===== config.mk =====
export PLATFORM = sky130hd
export DESIGN_NAME = signed_div_32bit
export DESIGN_NICKNAME = d
export VERILOG_FILES = /design/src/rtl/div_pkg.sv /design/src/rtl/div_step.sv /design/src/rtl/signed_div_32bit.sv
export SDC_FILE = /design/constraint.sdc
export NUM_CORES = 1
export LEC_CHECK = 0
export ABC_CLOCK_PERIOD_IN_PS = 2600
export BUFFER_PORTS_ARGS = -buffer_cell sky130_fd_sc_hd__buf_2
export CAP_MARGIN = 10
export CORE_MARGIN = 1.5
export CORE_UTILIZATION = 55
export CTS_BUF_LIST = sky130_fd_sc_hd__clkbuf_2 sky130_fd_sc_hd__clkbuf_4 sky130_fd_sc_hd__clkbuf_8
export DETAILED_ROUTE_END_ITERATION = 7
export PLACE_DENSITY = 0.82
export SYNTH_ARGS = -nofsm -noshare
export SYNTH_HDL_FRONTEND = slang
export SYNTH_SLANG_ARGS = --single-unit

===== constraint.sdc =====
create_clock -name clk -period 2.6 [get_ports clk]
set_input_delay 0.13 -clock clk [delete_from_list [all_inputs] [get_ports clk]]
set_output_delay 0.13 -clock clk [all_outputs]
set_load 0.01 [all_outputs]

===== src/rtl/div_pkg.sv =====
// Shared types and constants for the radix-2 restoring divider.
// Holds the FSM state encoding and the default operand width.
package div_pkg;

    localparam int DIV_WIDTH = 32;
    localparam int DIV_CNT_W = $clog2(DIV_WIDTH);

    typedef enum logic [1:0] {
        IDLE = 2'd0,
        CALC = 2'd1,
        FIX  = 2'd2,
        DONE = 2'd3
    } div_state_e;

endpackage


===== src/rtl/div_step.sv =====
// One restoring-division step: shift in the next dividend bit, trial-subtract the divisor magnitude.
module div_step
    import div_pkg::*;
#(
    parameter int WIDTH = DIV_WIDTH
) (
    input  logic [WIDTH-1:0] rem,
    input  logic             next_bit,
    input  logic [WIDTH-1:0] dvs_mag,
    output logic [WIDTH-1:0] rem_next,
    output logic             q_bit
);

    logic [WIDTH:0]   shifted_s;
    logic [WIDTH-1:0] diff_s;

    // The shifted value needs WIDTH+1 bits; whatever survives the subtraction is below the divisor and fits in WIDTH.
    always_comb begin
        shifted_s = {rem, next_bit};
        diff_s    = shifted_s[WIDTH-1:0] - dvs_mag;
        if (shifted_s >= {1'b0, dvs_mag}) begin
            q_bit    = 1'b1;
            rem_next = diff_s;
        end else begin
            q_bit    = 1'b0;
            rem_next = shifted_s[WIDTH-1:0];
        end
    end

endmodule


===== src/rtl/signed_div_32bit.sv =====
// Sequential signed divider, one quotient bit per clock, valid/ready on both sides.
// Optional build macro DIV_UNSIGNED_MODE_EN adds the is_signed port for unsigned operation.
module signed_div_32bit
    import div_pkg::*;
#(
    parameter int WIDTH = DIV_WIDTH
) (
    input  logic             clk,
    input  logic             rst,
`ifdef DIV_UNSIGNED_MODE_EN
    input  logic             is_signed,
`endif
    input  logic             in_valid,
    output logic             in_ready,
    input  logic [WIDTH-1:0] dividend,
    input  logic [WIDTH-1:0] divisor,
    output logic             out_valid,
    input  logic             out_ready,
    output logic [WIDTH-1:0] quotient,
    output logic [WIDTH-1:0] remainder,
    output logic             div_by_zero
);

    localparam int             CNT_W   = $clog2(WIDTH);
    localparam logic [CNT_W-1:0] CNT_TOP = CNT_W'(WIDTH - 1);
    localparam logic [CNT_W-1:0] CNT_ONE = {{(CNT_W-1){1'b0}}, 1'b1};

    div_state_e       state_r;
    div_state_e       state_nxt_s;
    logic [CNT_W-1:0] cnt_r;
    logic [WIDTH-1:0] dvd_r;
    logic [WIDTH-1:0] dvs_r;
    logic [WIDTH-1:0] quo_r;
    logic [WIDTH-1:0] rem_r;
    logic             sign_q_r;
    logic             sign_r_r;

    logic             signed_op_s;
    logic             dvd_neg_s;
    logic             dvs_neg_s;
    logic             dvs_zero_s;
    logic [WIDTH-1:0] step_rem_s;
    logic             step_bit_s;
    logic             accept_s;
    logic             step_s;
    logic             fix_s;
    logic             in_ready_nxt_s;
    logic             out_valid_nxt_s;

    // Two's-complement negate when requested; the most negative value wraps to itself as an unsigned magnitude.
    function automatic logic [WIDTH-1:0] cond_neg(input logic [WIDTH-1:0] v, input logic neg);
        logic [WIDTH-1:0] res;
        if (neg) begin
            res = {WIDTH{1'b0}} - v;
        end else begin
            res = v;
        end
        return res;
    endfunction

`ifdef DIV_UNSIGNED_MODE_EN
    assign signed_op_s = is_signed;
`else
    assign signed_op_s = 1'b1;
`endif

    assign dvd_neg_s  = signed_op_s & dividend[WIDTH-1];
    assign dvs_neg_s  = signed_op_s & divisor[WIDTH-1];
    assign dvs_zero_s = (divisor == {WIDTH{1'b0}});

    div_step #(.WIDTH(WIDTH)) u_step (
        .rem      (rem_r),
        .next_bit (dvd_r[WIDTH-1]),
        .dvs_mag  (dvs_r),
        .rem_next (step_rem_s),
        .q_bit    (step_bit_s)
    );

    // State register.
    always_ff @(posedge clk) begin
        if (rst) begin
            state_r <= IDLE;
        end else begin
            state_r <= state_nxt_s;
        end
    end

    // Next-state logic.
    always_comb begin
        state_nxt_s = state_r;
        case (state_r)
            IDLE: begin
                if (in_valid) begin
                    state_nxt_s = dvs_zero_s ? DONE : CALC;
                end else begin
                    state_nxt_s = IDLE;
                end
            end
            CALC: begin
                if (cnt_r == {CNT_W{1'b0}}) begin
                    state_nxt_s = FIX;
                end else begin
                    state_nxt_s = CALC;
                end
            end
            FIX:     state_nxt_s = DONE;
            DONE: begin
                if (out_ready) begin
                    state_nxt_s = IDLE;
                end else begin
                    state_nxt_s = DONE;
                end
            end
            default: state_nxt_s = IDLE;
        endcase
    end

    // Datapath strobes and next values of the handshake flags.
    always_comb begin
        accept_s        = 1'b0;
        step_s          = 1'b0;
        fix_s           = 1'b0;
        in_ready_nxt_s  = (state_nxt_s == IDLE);
        out_valid_nxt_s = (state_nxt_s == DONE);
        case (state_r)
            IDLE:    accept_s = in_valid;
            CALC:    step_s   = 1'b1;
            FIX:     fix_s    = 1'b1;
            DONE:    accept_s = 1'b0;
            default: accept_s = 1'b0;
        endcase
    end

    // Handshake flags are registered copies of the next-state decode.
    always_ff @(posedge clk) begin
        if (rst) begin
            in_ready  <= 1'b1;
            out_valid <= 1'b0;
        end else begin
            in_ready  <= in_ready_nxt_s;
            out_valid <= out_valid_nxt_s;
        end
    end

    // Working registers: operand magnitudes, partial remainder and quotient shift register.
    always_ff @(posedge clk) begin
        if (rst) begin
            cnt_r    <= {CNT_W{1'b0}};
            dvd_r    <= {WIDTH{1'b0}};
            dvs_r    <= {WIDTH{1'b0}};
            quo_r    <= {WIDTH{1'b0}};
            rem_r    <= {WIDTH{1'b0}};
            sign_q_r <= 1'b0;
            sign_r_r <= 1'b0;
        end else if (accept_s) begin
            cnt_r    <= CNT_TOP;
            dvd_r    <= cond_neg(dividend, dvd_neg_s);
            dvs_r    <= cond_neg(divisor, dvs_neg_s);
            quo_r    <= {WIDTH{1'b0}};
            rem_r    <= {WIDTH{1'b0}};
            sign_q_r <= dvd_neg_s ^ dvs_neg_s;
            sign_r_r <= dvd_neg_s;
        end else if (step_s) begin
            if (cnt_r != {CNT_W{1'b0}}) begin
                cnt_r <= cnt_r - CNT_ONE;
            end
            dvd_r <= {dvd_r[WIDTH-2:0], 1'b0};
            rem_r <= step_rem_s;
            quo_r <= {quo_r[WIDTH-2:0], step_bit_s};
        end
    end

    // Result registers change only when a new result is produced, so they hold through backpressure.
    always_ff @(posedge clk) begin
        if (rst) begin
            quotient    <= {WIDTH{1'b0}};
            remainder   <= {WIDTH{1'b0}};
            div_by_zero <= 1'b0;
        end else if (accept_s && dvs_zero_s) begin
            quotient    <= {WIDTH{1'b1}};
            remainder   <= dividend;
            div_by_zero <= 1'b1;
        end else if (fix_s) begin
            quotient    <= cond_neg(quo_r, sign_q_r);
            remainder   <= cond_neg(rem_r, sign_r_r);
            div_by_zero <= 1'b0;
        end
    end

endmodule


==> results of run 1 <==
-- cells in the final DEF, fill, tap and decap left out, types with 57 or more instances in the layout --
master,instances
xor2_1,98
inv_1,57
buf_2,133
buf_4,186
a211oi_1,61
nand2_1,159
o21ai_0,80
a21oi_1,126
dfxtp_1,190
nor2_1,151
-- cell families (layout without fill, tap and decap cells) --
family | after synthesis | after routing | share of synthesized area
flops | 204 | 204 | 0.342
fa+ha+maj | 38 | 38 | 0.0405
compound gates | 465 | 465 | 0.254
simple gates | 487 | 487 | 0.183
buf+inv | 167 | 508 | 0.0533
xor+xnor | 148 | 148 | 0.109
mux | 22 | 22 | 0.0185
-- stage by stage --
step / power [uW] / setup slack, ns / utilization / cells / setup TNS [ns]
floorplan: 9490 / -0.123 / - / 1531 / -0.486
global placement: 12200 / -0.295 / 0.664 / 2015 / -21.06
detailed placement: 12400 / -0.385 / 0.664 / 2015 / -27.75
CTS: 16800 / -0.162 / 0.741 / 2136 / -0.481
global route: 19800 / -0.281 / 0.772 / 2147 / -7.20
finish: 19000 / -0.238 / 0.772 / 2147 / -4.21
-- final timing paths --
check | start | to | slack (ns) | cells past startpoint
max reg2reg | rem_r[15] | rem_r[4] | -0.24 | 12
min | divisor[17] | dvs_r[17] | 0.007 | 3
max | rem_r[15] | rem_r[4] | -0.24 | 12
min reg2reg | dvd_r[4] | dvd_r[4] | 0.46 | 2
-- flip-flops by register name (all words and copies together), names as in the netlist --
signal,flops
rem_r,32
state_r,2
dvd_r,32
quo_r,32
out_valid,1
in_ready,1
sign_r_r,1
quotient,32
dvs_r,32
cnt_r,5
remainder,32
sign_q_r,1
div_by_zero,1
-- what timing repair did --
action / 4_1_cts / 5_1_grt
endpoints found under the setup margin: 40 / 111
endpoints found under the hold margin: 50 / 0
resized for setup: 61 / 127
pin swaps: 23 / 72
hold buffers: 47 / 0
gates cloned: 3 / 0
setup buffers: 10 / 12
-- metal layers --
metal  up-vias  global-route usage  routed length, um
met3       225              0.0600               4190
met5         -                   0                  0
met1      6285               0.428              16200
met4         0               0.160               2290
met2       863               0.544              19100
li1       6129                   -                  -
-- synthesized netlist by cell type (37+ instances only) --
| library cell | instances |
|---|---|
| nor2_1 | 164 |
| a21oi_1 | 137 |
| o21ai_0 | 95 |
| a221oi_1 | 38 |
| ha_1 | 37 |
| xnor2_1 | 50 |
| a211oi_1 | 67 |
| clkbuf_1 | 85 |
| inv_1 | 62 |
| nand2_1 | 171 |
| xor2_1 | 98 |
| nor3_1 | 48 |
| dfxtp_1 | 204 |
-- final cells by class --
type | count | area share
multi-input combinational | 1160 | 0.491
sequential | 204 | 0.252
timing repair buffer | 385 | 0.176
clock buffer | 51 | 0.0392
tap | 275 | 0.0211
inverter | 62 | 0.0143
clock inverter | 10 | 0.00698
-- power by group --
part / total [uW] / leakage [uW] / switching (uW) / internal [uW]
sequential: 4110 / 0.00167 / 443 / 3670
clock: 3160 / 0.000386 / 1370 / 1790
combinational: 11700 / 0.00462 / 6410 / 5270
total: 19000 / 0.00668 / 8230 / 10700
-- worst min-delay path, delay by kind of cell --
kind            cells  cell delay [ns]
xor+xnor            1             0.15
buf+inv             1             0.12
compound gates      1             0.08
==> impl_results.md, run 1 <==
* Critical Path AT at 3.23 ns
* Final WS setup at -0.238 ns
* Crit-path cells: buf_4 -> ha_1 -> and3_1 -> and3_1 -> nand4_1 -> nand2_2 -> a211oi_4 -> nand2_4 -> buf_12 -> buf_16 -> mux2i_1 -> a21oi_1
* HPWL after DPL at 24.8 mm
* Nets@finish at 1954
* Max-slew headroom at 0.408
* Endpoints failing setup at 36
* Final Max Tran Viols at 0
* Number of buffers created by CTS at 35
* Initial antenna violation count at 0
* Layout cells sized above 1 at 0.297
* Post-synth top flop: dfxtp_1
* Net Count, Synth at 1637
* Buf+Inv Stages, Crit Path at 3
* Hold slack at 0.00707 ns
* DRT antenna net count at 0
* Wire length per cell at 19.4 um
* Reg area at 0.00411 mm2
* Cell Pwr Density at 1160 mW/mm2
* Biggest cell delay along the critical path at 0.34 ns
* Register area share after synthesis at 0.342
* First-pass GRT wire length at 61.4 mm
* Core area at 0.0212 mm2
* Slowest cell on the critical path: ha_1
* Post-route cell area at 0.0163 mm2
* Footprint of the multi-input gates at 0.00801 mm2
* Grt ovf at 0
* Sink Count at 204
* # port buffers at 134
* Syn Std Cell Area at 0.0119 mm2
* Die area at 0.0226 mm2
* WL final at 41.7 mm
* Number of flops mapped to enable cells by yosys at 0
* Yosys top cell area share at 0.342
* All-Layer GR Usage at 0.335
* Critical path type: register to register
* Post-synth cell types at 57
* Chip width at 150 um
* Post-synth ARST share at 0
* Fin crit share at 1.09
* Synthesized instance count at 1531
* Most common cell type on the critical path: and3_1
* Skew-Pair Late Insertion Delay at 0.54 ns
* Clock transition at the registers of the reported paths at 0.07 ns
* Ys Warns at 0
* Crit start category: register
* Diodes inserted at 0
* Top area cells in the synthesized netlist: dfxtp_1 (34%), xor2_1 (7.2%), a21oi_1 (5.7%)
* GPL Wtd Cong at 0.955
* Vias per inst at 6.29
* Max FO, Critical Path at 8
* Hold Fails Final Rpt at 0
* CP Data Required Time at 3.00 ns
* Nature of the critical path endpoint: register
* Mean area per synthesized cell at 7.79 um2
* Failing checks: setup timing
* Die height at 150 um
* Area leader, netlist: dfxtp_1
* Via count at 13500
* Unrepaired setup endpoints after global routing: yes
* Max-Cap Viols at 0
* Area growth syn-to-layout at 36.8%
* Total I/O pin count at 135
* Yosys reg bits at 204
* CTS tree: yes
* Placed Area at 0.0141 mm2
* Delay-heaviest family, CP: simple AND/OR/NAND/NOR gates
* Worst vdd ir at 727 uV
* Max Freq at 352 MHz
* Row Count at 53
* H-tree depth at 2
* Initial Utilization at 0.564
* Fill count at 1324
* Root Buffer: clkbuf_8
* Vias in the first global route at 12500
* Largest net degree at the start of global routing at 116
* Outcome: finished with violations
* Clk_skew at 0.0159 ns
* Worst-Margin Slew at 0.885 ns
* Period minus WS final at 2.84 ns
* Worst Hold Class: primary input to register
* CTS max path bufs at 3
* Residual DRC at 0
* Pre-antenna DRT Iters at 8
* Initial DRC count at 1422
* Pleak at 0.00668 uW
Power figures use the tool's default switching activity.
==> inputs of run 2 (changes only) <==
Settings changed: ABC_AREA set to 1, CORE_UTILIZATION 55 to 56.
==> run 2 against run 1 <==
- critical path depth grew 4
- via count grew 18%
- wire length grew 16%
- sequential power shrank 6.1%
- hold slack lost 0.0019 ns
- the flow now finishes without violations
- design area shrank 0.62%
- highest routed layer is now met5
- combinational power shrank 52%
- critical endpoint is now rem_r[7]
- clock skew grew 0.016 ns
- maximum frequency grew 15%
- register-to-register slack gained 0.36 ns
- sequential share of layout area is essentially flat
- final cell count grew 31%
==> impl_results.md, run 2 <==
* H-tree depth at 2 (unchanged)
* Most frequent cells in the layout: nand2_1 (651), inv_1 (328), nor2_1 (250)
* Pre-antenna DRT Iters at 8 (unchanged)
* Dpl ws at 0.115 ns (+0.500 ns)
* Synthesized instance count at 2307 (+51%)
* Sink Count at 204 (unchanged)
* Endpoints failing setup at 0 (-100%)
* Residual DRC at 0 (unchanged)
* Fin crit share at 0.952 (-0.140)
* Clk_skew at 0.0317 ns (+0.0157 ns)
* Root Buffer: clkbuf_8
* Clock transition at the registers of the reported paths at 0.07 ns (about the same)
* Max FO, Critical Path at 24 (+16)
* Number of flops mapped to enable cells by yosys at 0 (unchanged)
* Die area at 0.0259 mm2 (+15%)
* Max Freq at 404 MHz (+15%)
* Area leader, netlist: dfxtp_1
* Wire length per cell at 17.1 um (-12%)
* Combinational power share at 0.446 (-0.170)
* Most common cell after layout, fill and taps aside: nand2_1
* Area growth syn-to-layout at 16.0%
* Hold Crit Depth at 4 (+1)
* Crit start category: register
* All-Layer GR Usage at 0.365 (+0.0306)
* Crit-path cells: ha_1 -> nand2_1 -> inv_1 -> nand2_1 -> nand2_1 -> inv_1 -> nand2_1 -> inv_1 -> nand2_1 -> nand2_4 -> a21oi_4 -> buf_12 -> nand2_1 -> nand3_1 -> nand2_1 -> inv_1
* Switching Share at 0.442 (+0.00779)
* Yosys reg bits at 204 (unchanged)
* Buf+Inv Stages, Crit Path at 5 (+2)
* Max-slew headroom at 0.555 (+0.146)
* Hold Fails Final Rpt at 0 (unchanged)
* Slowest cell on the critical path: ha_1
* Worst-Margin Slew at 0.667 ns (-0.219 ns)
* Top area cells in the synthesized netlist: dfxtp_1 (29%), nand2_1 (18%), inv_1 (8.8%)
* Clock share of power at 0.249 (+0.082)
* CTS tree: yes
* Final Max Tran Viols at 0 (unchanged)
* Vias in the first global route at 14900 (+19%)
* Die height at 161 um (+7.1%)
* Row Count at 57 (+7.5%)
* Critical path type: register to register
* Post-route cell area at 0.0162 mm2 (-0.62%)
* Post-synth cell types at 45 (-21%)
* Nature of the critical path endpoint: register
* Max-Cap Viols at 0 (unchanged)
* Number of buffers created by CTS at 38 (+8.6%)
* Top post-synthesis cells by count: nand2_1 (653), inv_1 (329), nor2_1 (254)
* Initial Utilization at 0.573 (+0.00906)
* Initial antenna violation count at 3 (+3)
* Most frequent cell after synthesis: nand2_1
* Sw Pwr at 5590 uW (-32%)
* Worst vdd ir at 566 uV (-22%)
* Nets@finish at 2581 (+32%)
* Register area share after synthesis at 0.292 (-0.0501)
* Yosys top cell area share at 0.292 (-0.0501)
* Critical Path AT at 2.95 ns (-0.28 ns)
* Via count at 15900 (+18%)
* Setup TNS at 0 ns (+4.21 ns)
* Total I/O pin count at 135 (unchanged)
* GPL Wtd Cong at 1.06 (+11%)
* Skew-Pair Late Insertion Delay at 0.55 ns (about the same)
* WL final at 48.2 mm (+16%)
* Post-synth top flop: dfxtp_1
* Most common cell type on the critical path: nand2_1
* Syn Std Cell Area at 0.0140 mm2 (+17%)
* Delay-heaviest family, CP: simple AND/OR/NAND/NOR gates
* Outcome: complete, no violations
* Ys Warns at 0 (unchanged)
* Grt ovf at 0 (unchanged)
* Post-synth ARST share at 0 (unchanged)
* P_int at 7060 uW (-34%)
* # port buffers at 134 (unchanged)
* First-pass GRT wire length at 75.7 mm (+23%)
* Flop pwr share at 0.305 (+0.088)
* Worst R2R Path Depth at 16 (+4)
* Vias per inst at 5.64 (-10%)
* Diodes inserted at 0 (unchanged)
* Biggest cell delay along the critical path at 0.40 ns (+0.06 ns)
* Layout cells sized above 1 at 0.122 (-0.175)
* Placed Area at 0.0152 mm2 (+8.0%)
* Chip width at 161 um (+7.1%)
* Cell Pwr Density at 780 mW/mm2 (-33%)
* HPWL after DPL at 36.2 mm (+46%)
* Post-CTS setup buffer count at 0 (-10)
* Period minus WS final at 2.47 ns (-0.364 ns)
* Core area at 0.0244 mm2 (+15%)
* DRT antenna net count at 0 (unchanged)
* Largest net degree at the start of global routing at 51 (-56%)
* Unrepaired setup endpoints after global routing: no
* Mean area per synthesized cell at 6.06 um2 (-22%)
* CP Data Required Time at 3.07 ns (+0.07 ns)
* Final WS setup at 0.126 ns (+0.364 ns)
* Cell count along the critical path at 16 (+4)
* Pleak at 0.00827 uW (+24%)
* Net Count, Synth at 2413 (+47%)
* Initial DRC count at 1538 (+8.2%)
* CTS max path bufs at 3 (unchanged)
* Worst Hold Class: primary input to register
-- run 2: cell types whose count changed in the layout (fill, tap and decap cells not counted), sizes merged, moves of 23 or more --
cell | before | now
nand4 | 10 | 56
a221oi | 38 | 0
nor2 | 164 | 266
o31ai | 38 | 7
a211oi | 67 | 0
a21oi | 137 | 165
o21ai | 97 | 125
dlygate4sd3 | 47 | 24
xor2 | 98 | 70
nand2 | 171 | 656
inv | 63 | 337
nand3 | 17 | 157
buf | 338 | 193
xnor2 | 50 | 17
-- run 2: worst reg2reg max path, stage by stage, from the launching register on --
cell and delay [ns]:
dfxtp_1 0.36, ha_1 0.40, nand2_1 0.20, inv_1 0.09
nand2_1 0.05, nand2_1 0.14, inv_1 0.05, nand2_1 0.11
inv_1 0.05, nand2_1 0.16, nand2_4 0.17, a21oi_4 0.18
buf_12 0.18, nand2_1 0.06, nand3_1 0.07, nand2_1 0.05
inv_1 0.07
-- run 2: per-layer routing --
| metal | global-route usage | routed length (um) | up-vias |
|---|---|---|---|
| met4 | 0.176 | 2410 | 6 |
| li1 | - | - | 7707 |
| met1 | 0.463 | 19800 | 7204 |
| met2 | 0.576 | 20900 | 817 |
| met3 | 0.0984 | 5100 | 165 |
| met5 | 0 | 36 | - |
-- run 2: kinds of logic (layout without fill, tap and decap cells) --
group           count (synthesis)  count (layout)  share of synthesized area
xor+xnor                       87              87                     0.0545
buf+inv                       425             615                      0.118
fa+ha+maj                      38              38                     0.0345
compound gates                364             364                      0.143
flops                         204             204                      0.292
simple gates                 1189            1189                      0.357
-- run 2: stage by stage --
stage | total power [uW] | std cells | hold WS [ns] | util
after CTS | 12400 | 2821 | 0.000831 | 0.663
after floorplan | 7580 | 2307 | 0.291 | -
after detailed placement | 9280 | 2735 | 0.452 | 0.622
final | 12700 | 2821 | 0.00516 | 0.665
after global placement | 9200 | 2735 | 0.431 | 0.622
after global routing | 13400 | 2821 | 0.00493 | 0.665
-- run 2: path summary, 6_finish.rpt --
path,to,start,slack [ns]
setup / recovery,rem_r[7],rem_r[14],0.13
hold / removal,dvs_r[11],divisor[11],0.005
setup reg to reg,rem_r[7],rem_r[14],0.13
hold reg to reg,dvd_r[13],dvd_r[13],0.47
-- run 2: final cells by class --
type                    instances  area [um2]
multi-input cells            1678        8310
inverters                     336        1260
flip-flops and latches        204        4090
clock buffers                  55         713
clock inverters                 7        42.5
repair buffers                217        1400
well taps                     324         405
fillers                      2273        8170
-- run 2: what timing repair did --
item                                    CTS  global route
endpoints found under the setup margin    0            34
resized for setup                         0             9
hold endpoints to repair                 23             0
hold buffers                             24             0
-- run 2: power groups by stage --
stage | sequential [uW] | combinational, uW | clock, uW
floorplan | 3890 | 3690 | 0
global placement | 3890 | 5300 | 0
detailed placement | 3910 | 5370 | 0
CTS | 3850 | 5440 | 3150
global route | 3900 | 6150 | 3300
finish | 3860 | 5640 | 3150
